### config.mk
export PLATFORM = sky130hd
export DESIGN_NAME = audio_sdram_bridge_flat
export DESIGN_NICKNAME = d
export VERILOG_FILES = /design/src/rtl/audio_mem_pkg.sv /design/src/rtl/audio_sdram_bridge_if.sv /design/src/rtl/audio_sdram_bridge.sv /design/src/flat_wrapper.sv
export SDC_FILE = /design/constraint.sdc
export NUM_CORES = 1
export LEC_CHECK = 0
export CAP_MARGIN = 25
export CORE_ASPECT_RATIO = 0.7
export CORE_MARGIN = 3
export CORE_UTILIZATION = 40
export CTS_BUF_LIST = sky130_fd_sc_hd__clkbuf_16
export DETAILED_ROUTE_END_ITERATION = 12
export PLACE_DENSITY = 0.88
export SLEW_MARGIN = 20
export SYNTH_ARGS = -nofsm -noshare
export SYNTH_HDL_FRONTEND = slang
export SYNTH_SLANG_ARGS = --single-unit
### constraint.sdc
create_clock -name Clk50 -period 2.62 [get_ports Clk50]
set_clock_uncertainty 0.15 [all_clocks]
set_input_delay 0.393 -clock Clk50 [delete_from_list [all_inputs] [get_ports Clk50]]
set_output_delay 0.393 -clock Clk50 [all_outputs]
set_load 0.01 [all_outputs]
### src/rtl/audio_mem_pkg.sv
// audio_mem_pkg: shared types and constants for the audio SDRAM region
package audio_mem_pkg;

    localparam int ADDR_W           = 25;
    localparam int TIMER_W          = 7;
    localparam logic [24:0] AUDIO_BASE = 25'h80000;
    localparam int FIFO_DEPTH_WORDS = 1700;

    typedef enum logic [2:0] {
        IDLE,
        AUD_REQ,
        AUD_WAIT,
        AUD_ACK,
        LD_REQ,
        LD_ACK
    } bridge_state_t;

endpackage

### src/rtl/audio_sdram_bridge_if.sv
// audio_sdram_bridge_if: Avalon-MM master bus between the bridge and the SDRAM controller
interface audio_sdram_bridge_if #(
    parameter int ADDR_W = 25
);

    logic [ADDR_W-1:0] avm_address;
    logic              avm_read;
    logic              avm_write;
    logic [15:0]       avm_writedata;
    logic [1:0]        avm_byteenable;
    logic [15:0]       avm_readdata;
    logic              avm_readdatavalid;
    logic              avm_waitrequest;

    modport master (
        output avm_address, avm_read, avm_write, avm_writedata, avm_byteenable,
        input  avm_readdata, avm_readdatavalid, avm_waitrequest
    );

    modport slave (
        input  avm_address, avm_read, avm_write, avm_writedata, avm_byteenable,
        output avm_readdata, avm_readdatavalid, avm_waitrequest
    );

endinterface

### src/rtl/audio_sdram_bridge.sv
// audio_sdram_bridge: arbitrates streamer reads and loader writes onto one SDRAM Avalon-MM port
module audio_sdram_bridge #(
    parameter int ADDR_W  = audio_mem_pkg::ADDR_W,
    parameter int TIMEOUT = 64,
    parameter int ORPH_W  = 2
) (
    input  logic              Clk50,
    input  logic              reset,
    input  logic              init_done,
    input  logic              aud_rd,
    input  logic [ADDR_W-1:0] aud_addr,
    output logic [15:0]       aud_data,
    output logic              aud_ac,
    output logic              aud_wait,
    input  logic              ld_session,
    input  logic              ld_wr,
    input  logic [ADDR_W-1:0] ld_addr,
    input  logic [15:0]       ld_data,
    output logic              ld_ack,
    output logic              timeout_err,
    audio_sdram_bridge_if.master avm
);

    import audio_mem_pkg::*;

    bridge_state_t        state_q, state_d;
    logic [TIMER_W-1:0]   timer_q, timer_d;
    logic [ORPH_W-1:0]    orph_q, orph_d;
    logic [ADDR_W-1:0]    addr_q, addr_d;
    logic [15:0]          wdata_q, wdata_d;
    logic [15:0]          aud_data_q, aud_data_d;
    logic                 timeout_q, timeout_d;
    logic                 aud_wait_q, aud_wait_d;
    logic                 orph_inc, orph_dec;

    assign avm.avm_address    = addr_q;
    assign avm.avm_writedata  = wdata_q;
    assign avm.avm_byteenable = 2'b11;
    assign avm.avm_read       = (state_q == AUD_REQ);
    assign avm.avm_write      = (state_q == LD_REQ);
    assign aud_ac             = (state_q == AUD_ACK);
    assign ld_ack             = (state_q == LD_ACK);
    assign aud_data           = aud_data_q;
    assign aud_wait           = aud_wait_q;
    assign timeout_err        = timeout_q;

    // State and datapath registers; reset returns everything to idle values
    always_ff @(posedge Clk50) begin
        if (reset) begin
            state_q    <= IDLE;
            timer_q    <= '0;
            orph_q     <= '0;
            addr_q     <= '0;
            wdata_q    <= '0;
            aud_data_q <= '0;
            timeout_q  <= 1'b0;
            aud_wait_q <= 1'b1;
        end else begin
            state_q    <= state_d;
            timer_q    <= timer_d;
            orph_q     <= orph_d;
            addr_q     <= addr_d;
            wdata_q    <= wdata_d;
            aud_data_q <= aud_data_d;
            timeout_q  <= timeout_d;
            aud_wait_q <= aud_wait_d;
        end
    end

    // Next state: reads win in IDLE; a timed-out read leaves one orphan response to swallow later
    always_comb begin
        state_d    = state_q;
        timer_d    = timer_q;
        addr_d     = addr_q;
        wdata_d    = wdata_q;
        aud_data_d = aud_data_q;
        timeout_d  = timeout_q;
        orph_inc   = 1'b0;
        orph_dec   = avm.avm_readdatavalid && (orph_q != '0);
        case (state_q)
            IDLE: begin
                if (aud_rd) begin
                    addr_d  = aud_addr;
                    state_d = AUD_REQ;
                end else if (ld_wr && ld_session) begin
                    addr_d  = ld_addr;
                    wdata_d = ld_data;
                    state_d = LD_REQ;
                end
            end
            AUD_REQ: begin
                if (!avm.avm_waitrequest) begin
                    timer_d = '0;
                    state_d = AUD_WAIT;
                end
            end
            AUD_WAIT: begin
                if (avm.avm_readdatavalid && (orph_q == '0)) begin
                    aud_data_d = avm.avm_readdata;
                    state_d    = AUD_ACK;
                end else if (timer_q == TIMER_W'(TIMEOUT - 1)) begin
                    aud_data_d = '0;
                    timeout_d  = 1'b1;
                    orph_inc   = 1'b1;
                    state_d    = AUD_ACK;
                end else begin
                    timer_d = timer_q + 1'b1;
                end
            end
            AUD_ACK: state_d = IDLE;
            LD_REQ:  state_d = avm.avm_waitrequest ? LD_REQ : LD_ACK;
            LD_ACK:  state_d = IDLE;
            default: state_d = IDLE;
        endcase
        orph_d = (orph_inc && !orph_dec && (orph_q != '1)) ? orph_q + 1'b1
               : (orph_dec && !orph_inc) ? orph_q - 1'b1 : orph_q;
        aud_wait_d = ~init_done | ld_session;
    end

endmodule

### src/flat_wrapper.sv
// flat-port wrapper written by rule: the top's interface ports become plain ports
module audio_sdram_bridge_flat import audio_mem_pkg::*;
#(
    parameter int ADDR_W  = audio_mem_pkg::ADDR_W,
    parameter int TIMEOUT = 64,
    parameter int ORPH_W  = 2
)
  (Clk50, reset, init_done, aud_rd, aud_addr, aud_data, aud_ac, aud_wait, ld_session, ld_wr, ld_addr, ld_data, ld_ack, timeout_err, avm_avm_address, avm_avm_read, avm_avm_write, avm_avm_writedata, avm_avm_byteenable, avm_avm_readdata, avm_avm_readdatavalid, avm_avm_waitrequest);
  audio_sdram_bridge_if #(.ADDR_W(ADDR_W)) avm_i ();
  input  logic Clk50;
  input  logic reset;
  input  logic init_done;
  input  logic aud_rd;
  input  logic [ADDR_W-1:0] aud_addr;
  output logic [15:0] aud_data;
  output logic aud_ac;
  output logic aud_wait;
  input  logic ld_session;
  input  logic ld_wr;
  input  logic [ADDR_W-1:0] ld_addr;
  input  logic [15:0] ld_data;
  output logic ld_ack;
  output logic timeout_err;
  output wire logic [$bits(avm_i.avm_address)-1:0] avm_avm_address;
  output wire logic [$bits(avm_i.avm_read)-1:0] avm_avm_read;
  output wire logic [$bits(avm_i.avm_write)-1:0] avm_avm_write;
  output wire logic [$bits(avm_i.avm_writedata)-1:0] avm_avm_writedata;
  output wire logic [$bits(avm_i.avm_byteenable)-1:0] avm_avm_byteenable;
  input wire logic [$bits(avm_i.avm_readdata)-1:0] avm_avm_readdata;
  input wire logic [$bits(avm_i.avm_readdatavalid)-1:0] avm_avm_readdatavalid;
  input wire logic [$bits(avm_i.avm_waitrequest)-1:0] avm_avm_waitrequest;
  assign avm_avm_address = avm_i.avm_address;
  assign avm_avm_read = avm_i.avm_read;
  assign avm_avm_write = avm_i.avm_write;
  assign avm_avm_writedata = avm_i.avm_writedata;
  assign avm_avm_byteenable = avm_i.avm_byteenable;
  assign avm_i.avm_readdata = avm_avm_readdata;
  assign avm_i.avm_readdatavalid = avm_avm_readdatavalid;
  assign avm_i.avm_waitrequest = avm_avm_waitrequest;
  audio_sdram_bridge #(.ADDR_W(ADDR_W), .TIMEOUT(TIMEOUT), .ORPH_W(ORPH_W)) u_core (.Clk50(Clk50), .reset(reset), .init_done(init_done), .aud_rd(aud_rd), .aud_addr(aud_addr), .aud_data(aud_data), .aud_ac(aud_ac), .aud_wait(aud_wait), .ld_session(ld_session), .ld_wr(ld_wr), .ld_addr(ld_addr), .ld_data(ld_data), .ld_ack(ld_ack), .timeout_err(timeout_err), .avm(avm_i));
endmodule
==> metrics.md, run 1 <==
| Metric | Value |
|---|---|
| Result of the run | complete, no violations |
| Top_reg_cell synth | dfxtp_1 |
| Max-slew violation count | 0 |
| Clock period minus final worst setup slack | 2410 ps |
| Routability Congestion | 0.724 |
| Maximum number of buffers from clock root to sink | 2 |
| Share of synthesized flip-flops with an asynchronous set or reset | 0% |
| Hold buffer count at CTS | 0 |
| Initial antenna violation count | 0 |
| Highest attainable clock frequency | approximately 0.42 GHz |
| Synth Cell Area | 0.00303 mm^2 |
| # H-tree levels | 3 |
| Drt first-iter violations | ~140 |
| Gr usage total | 20.9% |
| MaxCap Viol Count | 0 |
| Total wire length | about 9000 um |
| Horiz. Die Dim | ~110 um |
| Overall die height | 78.9 um |
| Switch share | between 20 and 25% |
| Total number of yosys warnings | 0 |
| Antenna diode count | 0 |
| Portion of total power attributed to the clock network | 39.8% |
| CP max FO | 11 |
| Maximum resistive drop on vdd | around 0.37 mV |
| Count of cells resized by post-cts repair | 0 |
| Count of TritonRoute iterations in the first routing pass | 4 |
| Number of CTS-inserted buffers | 9 |
| Number of clock sinks | 71 |
| Post-synthesis register bit count | 71 |
| Via count of the first global-routing pass | 2969 |
| Critical Path Start Type | flip-flop |
| Detail Placement HPWL | 6720 um |
| Final Power | 2.95 mW |
| Internal power | 2.22 mW |
| Total via count in the routed design | 2966 |
| Fraction of final layout cells with drive strength greater than 1 | 6.11% |
| Largest net degree at the start of global routing | 51 |
| Total Die Area | 0.00868 mm^2 |
| CP arrival | around 1900 ps |
| Clock tree from TritonCTS | built |
| Post-Route Setup TNS | 0 ps |
| P&R area growth vs syn | 61.0% |
| Pwr dens | 604 mW/mm^2 |
| # DRC | 0 |
| P_leak | 1.79 nW |
| Clock-pin slew reported for the worst setup and hold paths after clock tree synthesis | approximately 50 ps |
| Crit Path Class | flip-flop to output port |
| Relative slew slack | 49.0% |
| EDFF count, synth | 0 |
| Wire length of the first global-routing pass | 14100 um |
| Root cell of the clock tree | clkbuf_16 |
| Remaining global-route overflow | 0 |
| Fraction of the yosys area taken by sequential cells | 46.8% |
| Final setup violation count | 0 |
| Combinational share of power | about a fifth |
| Final Hold Fails | 0 |
| Post-synthesis area per instance | 9.28 um^2 |
| PortBufs | 152 |
| Worst min-delay path class | flip-flop to flip-flop |
| Starting Density | 43.1% |
| Critical path required time | 2080 ps |
| Worst-Skew Late Latency | 320 ps |
| Unrepaired setup endpoints after global routing | false |
| Area of the placeable core | between 0.007 and 0.008 mm^2 |
| Net switching component of the power | between 0.7 and 0.8 mW |
| Ratio of final minimum period to clock period | 91.9% |
| # nets final | between 500 and 600 |
| Transition time at the pin with the least slew margin | about 770 ps |
| Setup fix buffers added after clock tree synthesis | 0 |
| Antenna violation net count after detailed routing | 0 |
| Final routed wire length divided by cell count | 16.1 um |
| Crit end category | output port |
| Vias/cell | between 5 and 6 |
| Top-Level Pins | 155 |
| Relative contribution of sequential cells to total power | 40.7% |
| Post-synthesis cell count | approximately 330 |
| Number of placement rows | 25 |
| Synth cell types | slightly above 40 |
==> stage by stage <==
stage	util (%)	cell area (um^2)	hold slack [ps]	instances	setup WS, ps
5_1_grt	69.4	4890	328	569	3.05
4_1_cts	69.4	4890	315	569	169
2_1_floorplan	-	3040	272	328	721
6_report	69.4	4890	313	569	212
3_5_place_dp	65.3	4600	301	553	217
3_3_place_gp	65.3	4600	292	553	319
==> critical path, stage by stage, from the launching register on <==
cell and delay (ps):
dfxtp_1 540, nor3b_1 380, clkdlybuf4s50_1 620
==> final cells by class <==
class	count	area (um^2)
multi-input combinational	228	1480
fill	574	2150
tap	94	118
clock inverter	7	63.8
sequential	71	1420
inverter	2	7.51
timing repair buffer	158	1570
clock buffer	9	225
==> power by group through the flow <==
stage	sequential [mW]	clock [mW]	combinational, mW
6_report	1.20	1.17	0.578
5_1_grt	1.21	1.25	0.625
4_1_cts	1.20	1.20	0.582
3_5_place_dp	1.22	0	0.577
3_3_place_gp	1.22	0	0.562
2_1_floorplan	1.24	0	0.227
==> layout by cell type, fill, tap and decap left out, drive strengths merged, types with 2 or more instances in the layout <==
master / instances
a211oi: 25
a21oi: 21
buf: 8
clkbuf: 9
clkdlybuf4s50: 150
clkinv: 3
conb: 2
dfxtp: 71
inv: 4
mux2i: 43
nand2: 23
nand2b: 5
nand3: 18
nand3b: 3
nand4b: 2
nor2: 49
nor3: 5
nor3b: 3
nor4: 2
o21ai: 2
o311ai: 4
o31ai: 2
or3: 2
or3b: 3
or4: 3
or4b: 2
==> routing by layer <==
| layer | up-vias | global-route usage [%] | routed length [um] | share of wire [%] |
|---|---|---|---|---|
| li1 | 1452 | - | - | - |
| met1 | 1386 | 22.9 | 3390 | 37 |
| met2 | 120 | 36.2 | 4640 | 51 |
| met3 | 8 | 9.67 | 1020 | 11 |
| met4 | 0 | 6.15 | 80 | 0.88 |
| met5 | - | 0 | 0 | 0 |
==> worst paths after layout <==
path / endpoint / startpoint / depth (start not counted) / slack, ps
max: avm_avm_read / u_core.state_q[0]$_SDFFE_PP0P_ / 2 / 210
min: u_core.timer_q[6]$_SDFFE_PP0P_ / u_core.timer_q[6]$_SDFFE_PP0P_ / 2 / 310
max reg2reg: u_core.aud_data[1]$_SDFFE_PP0P_ / u_core.state_q[1]$_SDFFE_PP0P_ / 4 / 420
min reg2reg: u_core.timer_q[6]$_SDFFE_PP0P_ / u_core.timer_q[6]$_SDFFE_PP0P_ / 2 / 310
==> cell usage after synthesis, types with 2 or more instances <==
| master | number | area, um^2 |
|---|---|---|
| dfxtp_1 | 71 | 1420 |
| nor2_1 | 49 | 184 |
| mux2i_1 | 43 | 430 |
| a211oi_1 | 25 | 188 |
| nand2_1 | 23 | 86.3 |
| a21oi_1 | 21 | 105 |
| nand3_1 | 18 | 90.1 |
| clkbuf_1 | 12 | 45.0 |
| buf_2 | 6 | 30.0 |
| nand2b_1 | 5 | 31.3 |
| buf_1 | 4 | 15.0 |
| nor3_1 | 4 | 20.0 |
| buf_4 | 3 | 22.5 |
| nand3b_1 | 3 | 22.5 |
| or4_1 | 3 | 22.5 |
| buf_6 | 2 | 22.5 |
| inv_1 | 2 | 7.51 |
| nand4b_1 | 2 | 17.5 |
| nor3b_1 | 2 | 15.0 |
| nor4_1 | 2 | 12.5 |
| o21ai_0 | 2 | 10.0 |
| o311ai_0 | 2 | 17.5 |
| o311ai_1 | 2 | 17.5 |
| o31ai_1 | 2 | 15.0 |
| or3b_1 | 2 | 17.5 |
| or4b_1 | 2 | 20.0 |
==> registers in the layout (all words and copies together) (netlist names) <==
signal / count
u_core.aud_data: 16
u_core.aud_wait: 1
u_core.state_q: 3
u_core.timer_q: 7
u_core.avm.avm_writedata: 16
u_core.avm.avm_address: 25
u_core.orph_q: 2
u_core.timeout_err: 1
==> logic make-up after synthesis <==
kind of cell / Yosys count / share of synthesized area [%]
simple gates: 121 / 20.1
flops: 71 / 46.8
compound gates: 60 / 13.4
mux: 43 / 14.2
buf+inv: 29 / 4.70
fa+ha+maj: 1 / 0.412
other cells: 1 / 0.124
xor+xnor: 1 / 0.289
(Power assumes the default switching activity.)
==> inputs of run 2 (changes only) <==
--- a/config.mk
+++ b/config.mk
@@ -5,7 +5,7 @@
 export SDC_FILE = /design/constraint.sdc
 export NUM_CORES = 1
 export LEC_CHECK = 0
-export CAP_MARGIN = 25
+export CAP_MARGIN = 5
 export CORE_ASPECT_RATIO = 0.7
 export CORE_MARGIN = 3
 export CORE_UTILIZATION = 40
==> results of run 2 <==
Final layout, timing and power as in run 1 (identical DEF).
==> inputs of run 3 (changes only) <==
--- a/config.mk
+++ b/config.mk
@@ -5,9 +5,7 @@
 export SDC_FILE = /design/constraint.sdc
 export NUM_CORES = 1
 export LEC_CHECK = 0
-export CAP_MARGIN = 5
-export CORE_ASPECT_RATIO = 0.7
-export CORE_MARGIN = 3
+export CORE_MARGIN = 5
 export CORE_UTILIZATION = 40
 export CTS_BUF_LIST = sky130_fd_sc_hd__clkbuf_16
 export DETAILED_ROUTE_END_ITERATION = 12
==> run 3 against run 2 <==
  * Setup slack better by 28 ps
  * Largest power group unchanged
  * Worst hold slack better by 3.7 ps
  * First-iteration DRC count down 50%
  * Register-to-register slack worse by 20 ps
  * Largest cell class unchanged
  * Clock-buffer cell count unchanged
==> metrics.md, run 3 (synthesis results as in run 1) <==
| Metric | Value |
|---|---|
| # H-tree levels | 3 |
| Relative slew slack | ~60% |
| Worst-Skew Late Latency | 320 ps |
| Fraction of final layout cells with drive strength greater than 1 | 6.51% |
| Flip-flop count of the largest register, all copies and words added | 25 |
| Overall die height | 97.1 um |
| P_leak | 1.80 nW |
| Horiz. Die Dim | 97.1 um |
| CP arrival | ~1800 ps |
| Root cell of the clock tree | clkbuf_16 |
| Highest attainable clock frequency | 0.420 GHz |
| CP max FO | 11 |
| Ratio of final minimum period to clock period | between 90% and 100% |
| Gr usage total | 17.6% |
| Antenna violation net count after detailed routing | 0 |
| Detail Placement HPWL | 6410 um |
| Maximum resistive drop on vdd | 0.312 mV |
| Critical Path Start Type | flip-flop |
| Most common cell after layout, fill and taps aside | clkdlybuf4s50_1 |
| # DRC | 0 |
| Post-Route Setup TNS | 0 ps |
| Clock tree from TritonCTS | built |
| Routability Congestion | 0.735 |
| Total wire length | between 8000 and 9000 um |
| Starting Density | 41.4% |
| Area of the placeable core | 0.00733 mm^2 |
| Dpl ws | 229 ps |
| Wire length of the first global-routing pass | roughly 14000 um |
| Number of clock sinks | 71 |
| Clock-pin slew reported for the worst setup and hold paths after clock tree synthesis | 50 ps |
| Cell count after placement | 559 |
| Count of TritonRoute iterations in the first routing pass | 4 |
| Pwr dens | 598 mW/mm^2 |
| Total Die Area | 0.00943 mm^2 |
| Worst min-delay path class | flip-flop to flip-flop |
| Final setup violation count | 0 |
| Largest net degree at the start of global routing | 33 |
| Remaining global-route overflow | 0 |
| Final Power | 2.93 mW |
| Max-slew violation count | 0 |
| Clock period minus final worst setup slack | around 2400 ps |
| Result of the run | complete, no violations |
| Crit Path Class | flip-flop to output port |
| Antenna diode count | 0 |
| Leading cell types in the layout, fill and taps excluded | 150 x clkdlybuf4s50_1, 71 x dfxtp_1, 48 x nor2_1, 43 x mux2i_1, 25 x a211oi_1 |
| Maximum number of buffers from clock root to sink | 2 |
| Fill cell total of the finished layout | roughly 570 |
| Total via count in the routed design | 2850 |
| Crit end category | output port |
| P&R area growth vs syn | 61.3% |
| Layout Cells excl Fill | about 580 |
| PortBufs | 152 |
| Number of CTS-inserted buffers | 9 |
| Core occupancy in the finished layout | about two thirds |
| Min setup slack post-route | 239 ps |
| Vias/cell | just under 5 |
| Final Hold Fails | 0 |
| Transition time at the pin with the least slew margin | 598 ps |
| Final routed wire length divided by cell count | 14.6 um |
| Number of placement rows | 31 |
| Initial antenna violation count | 0 |
| Unrepaired setup endpoints after global routing | false |
| Critical path required time | about 2100 ps |
| Drt first-iter violations | 69 |
| Via count of the first global-routing pass | 2912 |
| # nets final | 562 |
| Top-Level Pins | between 150 and 200 |
| MaxCap Viol Count | 0 |
-- run 3: cell count changes in the layout (fill, tap and decap cells not counted), sizes merged --
cell      delta
clkinv       +2
buf          +1
clkinvlp     -1
inv          -1
-- run 3: through the flow --
| step | hold WS [ps] | cell area (um^2) |
|---|---|---|
| finish | 316 | 4890 |
| global placement | 289 | 4600 |
| detailed placement | 289 | 4600 |
| CTS | 316 | 4890 |
| global route | 334 | 4890 |
| floorplan | 272 | 3040 |
-- run 3: final cells by class --
type	count	area [um^2]	area share (%)
Clock buffer	9	225	4.60
Clock inverter	7	65.1	1.33
Inverter	2	7.51	0.153
Multi-Input combinational cell	228	1490	30.4
Sequential cell	71	1420	29.0
Tap cell	99	124	2.53
Timing Repair Buffer	159	1560	32.0
-- run 3: metal layers --
layer	GRT usage (%)	share of wire [%]
met1	19.9	41
met2	30.3	50
met3	7.18	8.0
met4	4.97	1.2
met5	0	0
-- run 3: path summary, 6_finish.rpt --
path	to	depth (start not counted)	from	slack, ps
worst max-delay path	avm_avm_read	2	u_core.state_q[0]$_SDFFE_PP0P_	240
worst min-delay path	u_core.aud_data[11]$_SDFFE_PP0P_	2	u_core.aud_data[11]$_SDFFE_PP0P_	320
worst max register to register	u_core.aud_data[2]$_SDFFE_PP0P_	4	u_core.state_q[1]$_SDFFE_PP0P_	400
worst min register to register	u_core.aud_data[11]$_SDFFE_PP0P_	2	u_core.aud_data[11]$_SDFFE_PP0P_	320
-- run 3: power breakdown --
part / switching [mW] / leakage (nW) / internal, mW
clock: 0.437 / 0.148 / 0.729
combinational: 0.235 / 1.07 / 0.330
sequential: 0.0448 / 0.580 / 1.15
-- run 3: repair_timing --
| item | in CTS | in global routing |
|---|---|---|
| setup buffers | 0 | 0 |
| resized for setup | 0 | 1 |
| endpoints found under the setup margin | 0 | 1 |
| hold buffers | 0 | 0 |
-- run 3: worst max-delay path: stages (launching register included) --
cell and delay (ps):
dfxtp_1 540, nor3b_2 370, clkdlybuf4s50_1 600
